--- src/rtl/io_event_capture_pkg.sv ---
// Shared constants and helpers for the io event capture block.
package io_event_capture_pkg;

    localparam int DEF_FIFO_DEPTH = 16;
    localparam int DEF_TS_WIDTH   = 16;

    function automatic int lvl_w(input int depth);
        return $clog2(depth) + 1;
    endfunction

endpackage

--- src/rtl/io_event_fifo.sv ---
// First-word-fall-through synchronous event buffer with occupancy count.
module io_event_fifo
    import io_event_capture_pkg::*;
#(
    parameter int DW    = 8,
    parameter int DEPTH = DEF_FIFO_DEPTH
) (
    input  logic                    clk,
    input  logic                    reset,
    input  logic                    push,
    input  logic [DW-1:0]           din,
    input  logic                    pop,
    output logic [DW-1:0]           dout,
    output logic                    full,
    output logic                    empty,
    output logic [lvl_w(DEPTH)-1:0] level
);

    localparam int AW = $clog2(DEPTH);
    localparam int LW = lvl_w(DEPTH);

    logic [DW-1:0] mem [DEPTH];
    logic [AW-1:0] wr_ptr;
    logic [AW-1:0] rd_ptr;
    logic [LW-1:0] count;
    logic          do_push;
    logic          do_pop;

    assign full    = (count == LW'(DEPTH));
    assign empty   = (count == '0);
    assign do_pop  = pop & ~empty;
    // A full buffer still takes a push when the head leaves on the same edge.
    assign do_push = push & (~full | do_pop);
    assign dout    = empty ? '0 : mem[rd_ptr];
    assign level   = count;

    always_ff @(posedge clk) begin
        if (do_push) begin
            mem[wr_ptr] <= din;
        end
    end

    always_ff @(posedge clk) begin
        if (reset) begin
            wr_ptr <= '0;
            rd_ptr <= '0;
            count  <= '0;
        end else begin
            if (do_push) begin
                wr_ptr <= wr_ptr + AW'(1);
            end
            if (do_pop) begin
                rd_ptr <= rd_ptr + AW'(1);
            end
            case ({do_push, do_pop})
                2'b10:   count <= count + LW'(1);
                2'b01:   count <= count - LW'(1);
                default: count <= count;
            endcase
        end
    end

endmodule

--- src/rtl/io_event_capture.sv ---
// Timestamped edge capture on an io bundle, buffered for a valid/ready consumer.
// Optional input synchronizer: define IO_EVENT_CAPTURE_SYNC_EN.
module io_event_capture
    import io_event_capture_pkg::*;
#(
    parameter int WIDTH      = 1,
    parameter int FIFO_DEPTH = DEF_FIFO_DEPTH,
    parameter int TS_WIDTH   = DEF_TS_WIDTH
) (
    input  logic                         clk,
    input  logic                         reset,
    input  logic [WIDTH-1:0]             io,
    input  logic                         enable,
    input  logic [WIDTH-1:0]             rise_mask,
    input  logic [WIDTH-1:0]             fall_mask,
    output logic                         ev_valid,
    input  logic                         ev_ready,
    output logic [WIDTH-1:0]             ev_io,
    output logic [WIDTH-1:0]             ev_changed,
    output logic [TS_WIDTH-1:0]          ev_ts,
    output logic                         overflow,
    input  logic                         overflow_clr,
    output logic [lvl_w(FIFO_DEPTH)-1:0] level
);

    localparam int DW = 2 * WIDTH + TS_WIDTH;

    logic [WIDTH-1:0]    io_src;
    logic                src_ok;
    logic [WIDTH-1:0]    io_q;
    logic [WIDTH-1:0]    io_prev;
    logic                io_q_ok;
    logic                prime;
    logic [WIDTH-1:0]    changed;
    logic [TS_WIDTH-1:0] ts_cnt;
    logic                push_req;
    logic                pop;
    logic                drop;
    logic                full;
    logic                empty;
    logic [DW-1:0]       head;

`ifdef IO_EVENT_CAPTURE_SYNC_EN
    logic [WIDTH-1:0] sync1;
    logic [WIDTH-1:0] sync2;
    logic [1:0]       sync_ok;

    always_ff @(posedge clk) begin
        if (reset) begin
            sync1   <= '0;
            sync2   <= '0;
            sync_ok <= '0;
        end else begin
            sync1   <= io;
            sync2   <= sync1;
            sync_ok <= {sync_ok[0], 1'b1};
        end
    end

    assign io_src = sync2;
    assign src_ok = sync_ok[1];
`else
    assign io_src = io;
    assign src_ok = 1'b1;
`endif

    // prime rises only once io_prev holds a real sample, not its reset value
    always_ff @(posedge clk) begin
        if (reset) begin
            io_q     <= '0;
            io_prev  <= '0;
            io_q_ok  <= 1'b0;
            prime    <= 1'b0;
            ts_cnt   <= '0;
            overflow <= 1'b0;
        end else begin
            io_q    <= io_src;
            io_prev <= io_q;
            io_q_ok <= src_ok;
            prime   <= io_q_ok;
            ts_cnt  <= ts_cnt + TS_WIDTH'(1);
            if (drop) begin
                overflow <= 1'b1;
            end else if (overflow_clr) begin
                overflow <= 1'b0;
            end
        end
    end

    assign changed  = (io_q ^ io_prev)
                    & ((io_q & rise_mask) | (~io_q & fall_mask));
    assign push_req = enable & prime & (|changed);
    assign pop      = ev_valid & ev_ready;
    assign drop     = push_req & full & ~pop;
    assign ev_valid = ~empty;

    io_event_fifo #(
        .DW    (DW),
        .DEPTH (FIFO_DEPTH)
    ) u_fifo (
        .clk   (clk),
        .reset (reset),
        .push  (push_req),
        .din   ({io_q, changed, ts_cnt}),
        .pop   (pop),
        .dout  (head),
        .full  (full),
        .empty (empty),
        .level (level)
    );

    assign {ev_io, ev_changed, ev_ts} = head;

endmodule

--- config.mk ---
export PLATFORM = sky130hd
export DESIGN_NAME = io_event_capture
export DESIGN_NICKNAME = d
export VERILOG_FILES = /design/src/rtl/io_event_capture_pkg.sv /design/src/rtl/io_event_fifo.sv /design/src/rtl/io_event_capture.sv
export SDC_FILE = /design/constraint.sdc
export NUM_CORES = 1
export LEC_CHECK = 0
export CORE_UTILIZATION = 45
export CTS_CLUSTER_DIAMETER = 100
export DETAILED_ROUTE_END_ITERATION = 12
export PLACE_DENSITY_LB_ADDON = 0.15
export SETUP_SLACK_MARGIN = 0.4
export SYNTH_ARGS = -nofsm -noshare
export SYNTH_HDL_FRONTEND = slang
export SYNTH_SLANG_ARGS = --single-unit
--- constraint.sdc ---
create_clock -name clk -period 5.7 [get_ports clk]
set_input_delay 0.57 -clock clk [delete_from_list [all_inputs] [get_ports clk]]
set_output_delay 0.57 -clock clk [all_outputs]
set_load 0.005 [all_outputs]
==> results.sh <==
export IMPL_ys_seq_area_share_pct=73.30
export IMPL_wl_per_cell_um=25.51
export IMPL_synth_top_family_by_area="multiplexers"
export IMPL_power_total_uw=5206
export IMPL_setup_violations_final=0
export IMPL_pin_count=33
export IMPL_fp_dieW_um=170.9
export IMPL_dp_hpwl_um=16130
export IMPL_p_int_uw=4134
export IMPL_fillers=2196
export IMPL_max_cap_violations=0
export IMPL_synth_ff_type="edfxtp_1"
export IMPL_antenna_found_initial=0
export IMPL_ys_top_cells_by_count="edfxtp_1, mux4_2, dfxtp_1, nor2_1, nor2b_1"
export IMPL_cp_required_ns=5.13
export IMPL_vdd_ir_drop_max_uv=216.5
export IMPL_numCtsBuffers=35
export IMPL_synth_warnings=0
export IMPL_worstMarginPinSlew_ns=1.219
export IMPL_dieHeight_um=170.9
export IMPL_grt_max_degree=58
export IMPL_path_max_fanout=57
export IMPL_synth_top_area_share_pct=67.37
export IMPL_pwr_share_clk_pct=43.8
export IMPL_tritoncts="yes"
export IMPL_fin_tns_setup_ns=0
export IMPL_cts_hold_buf=0
export IMPL_powerDensity_nw_per_um2=349.8
export IMPL_clockBufferDepth=3
export IMPL_routed_wl_um=28600
export IMPL_clkTransAtPathRegs_ns=0.06
export IMPL_place_ws_ns=1.886
export IMPL_outcome="completed"
export IMPL_synth_cells=657
export IMPL_yosys_area_top_type="edfxtp_1"
export IMPL_grt_overflow=0
export IMPL_max_slew_margin_pct=18.71
export IMPL_rsz0062_at_grt="no"
export IMPL_synth_mux_area_share_pct=14.54
export IMPL_layout_setup_ws_ns=1.635
export IMPL_portBuffers=32
export IMPL_first_iter_violations=764
export IMPL_syn_nets=675
export IMPL_avgSynthCellArea_um2=19.54
export IMPL_hp_class="reg -> reg"
export IMPL_async_flop_share_pct=0
export IMPL_antenna_left=0
export IMPL_synth_xor_area_share_pct=1.092
export IMPL_die_area_um2=29200
export IMPL_grt_use_total_pct=20.49
export IMPL_synth_edf_count=288
export IMPL_clockRootBuffer="clkbuf_16"
export IMPL_start_util_pct=45.95
export IMPL_nets=736
export IMPL_diodes=0
export IMPL_globalplace_congestion=0.7577
export IMPL_ys_ff_latch=326
export IMPL_floorplan_rows=61
export IMPL_critical_path_slowest_cell="dfxtp_4"
export IMPL_grt_pass1_wl_um=42510
export IMPL_htree_levels=2
export IMPL_drive_gt1_share_pct=25.57
export IMPL_slowest_delay_ns=1.05
export IMPL_crit_family="flip-flops"
export IMPL_clock_sinks=326
export IMPL_grt_pass1_vias=6716
export IMPL_fp_coreArea_um2=27930
export IMPL_p_leak_uw=0.004724
export IMPL_p_sw_uw=1073
export IMPL_vias=6541
export IMPL_power_frac_seq_pct=50.7
export IMPL_slew_violations=0
export IMPL_synth_simple_gate_area_share_pct=5.644
export IMPL_combPwrFrac_pct=5.5
export IMPL_cts_resized=0
export IMPL_finalCritPeriodShare_pct=71.32
export IMPL_worstPathArrival_ns=3.50
export IMPL_cp_cell_sequence="buf_4 > mux4_2 > mux2_2 > a221o_1 > clkdlybuf4s50_1"
export IMPL_ys_types=51
export IMPL_hold_viol=0
export IMPL_yosysMostFrequentCell="edfxtp_1"
export IMPL_synth_area_top_cells="edfxtp_1, mux4_2, dfxtp_1"
export IMPL_synth_compound_area_share_pct=2.876
export IMPL_post_cts_setup_buffers=0
export IMPL_crit_buf_inv=2
export IMPL_clk_latency_ns=0.50
export IMPL_finalCriticalPeriod_ns=4.065
export IMPL_p_sw_share_pct=20.60
export IMPL_fmax_ghz=0.2460
export IMPL_hold_slack_ns=0.4518
export IMPL_first_pass_iters=5
export IMPL_final_util_pct=53.28
export IMPL_worstSetupPathType="reg -> out"
export IMPL_synth_fa_ha_area_share_pct=0.9748
export IMPL_syn_area_um2=12840
export IMPL_drc=0
export IMPL_via_per_inst=5.835
export IMPL_fin_worst_skew_ns=0.01173
export IMPL_synthToLayoutAreaGrowth_pct=15.96
export IMPL_startpoint_type="flop"
export IMPL_cp_end_kind="primary output"
==> power by group through the flow <==
stage               clock (uW)  sequential (uW)  combinational (uW)
global placement             0             2690                 287
detailed placement           0             2690                 290
CTS                       2320             2640                 292
floorplan                    0             2640                 203
global route              2410             2640                 306
finish                    2280             2640                 289
==> area by class of cell <==
class                   instances  area, um2  share of cell area, %
repair buffers                 56      500.5                  3.362
inverters                      12      45.04                 0.3026
well taps                     378      473.0                  3.178
clock buffers                  48       1017                  6.834
clock inverters                14      151.4                  1.017
flip-flops and latches        326       9418                  63.27
multi-input cells             287       3279                  22.03
==> path summary, 6_finish.rpt <==
path                                         to             from  depth (start not counted)  slack [ns]
worst max-delay path                   ev_ts[0]             flop                          5        1.63
worst min-delay path                      prime          io_q_ok                          1        0.45
worst max register to register  u_fifo.level[4]  u_fifo.level[1]                         11        2.02
worst min register to register            prime          io_q_ok                          1        0.45
==> placed cells by master (no fill, tap or decap), types with 3 or more instances in the layout <==
cell / Yosys / routed
a21oi_1: 5 / 5
ha_1: 10 / 10
nor2_4: 1 / 3
edfxtp_1: 288 / 288
mux2_2: 19 / 19
dfxtp_1: 38 / 35
nor4_1: 5 / 4
nand3_1: 11 / 11
nand2_1: 11 / 11
inv_1: 12 / 12
nand2b_1: 3 / 3
clkbuf_8: 0 / 5
and4b_1: 4 / 4
nand3b_1: 3 / 3
or3_1: 3 / 3
nor2_1: 27 / 24
nor4b_2: 0 / 4
nor3_1: 6 / 5
mux4_2: 72 / 72
clkdlybuf4s50_1: 0 / 32
clkbuf_16: 0 / 37
nor2_2: 3 / 4
clkinv_2: 0 / 6
clkbuf_1: 8 / 6
bufinv_16: 0 / 3
a221o_1: 18 / 18
buf_4: 1 / 24
nand4_1: 6 / 6
o21ai_0: 4 / 4
nor2b_1: 25 / 25
xnor2_1: 8 / 8
xor2_1: 8 / 8
==> sequential cells by signal, summed over array words and instances (netlist names), named ones only <==
name           count
prime              1
u_fifo.level       5
u_fifo.mem       288
u_fifo.wr_ptr      4
overflow           1
io_q_ok            1
u_fifo.rd_ptr      4
ts_cnt            16
io_prev            1
io_q               1
==> through the flow <==
stage / std cells / instance area, um2
5_1_grt: 1121 / 14880
3_5_place_dp: 1059 / 13720
4_1_cts: 1121 / 14880
2_1_floorplan: 657 / 12840
3_3_place_gp: 1059 / 13720
6_report: 1121 / 14880
==> worst register-to-register path: stages (launching register included) <==
cell,delay (ns)
dfxtp_1,0.39
or4_4,0.62
nor2_2,0.26
nor2_2,0.13
inv_1,0.47
ha_1,0.47
xor2_1,0.20
ha_1,0.19
o21ai_0,0.09
or3_1,0.36
a2111o_1,0.38
nand4_1,0.07
==> kinds of logic (layout without fill, tap and decap cells) <==
group / Yosys count / count (layout)
multiplexers: 94 / 94
XOR/XNOR: 16 / 16
AO/OA/AOI/OAI: 43 / 43
adder cells (fa/ha/maj): 10 / 10
buffers and inverters: 44 / 130
AND/OR/NAND/NOR: 124 / 124
flip-flops: 326 / 326
==> per-layer routing <==
layer  global-route usage, %  up-vias  routed length [um]
li1                        -     2811                   -
met1                   29.56     3434               12800
met2                   31.78      239               13260
met3                   3.331       57                1649
met4                   7.065        0                 884
met5                       0        -                   0
(Power assumes the default switching activity.)
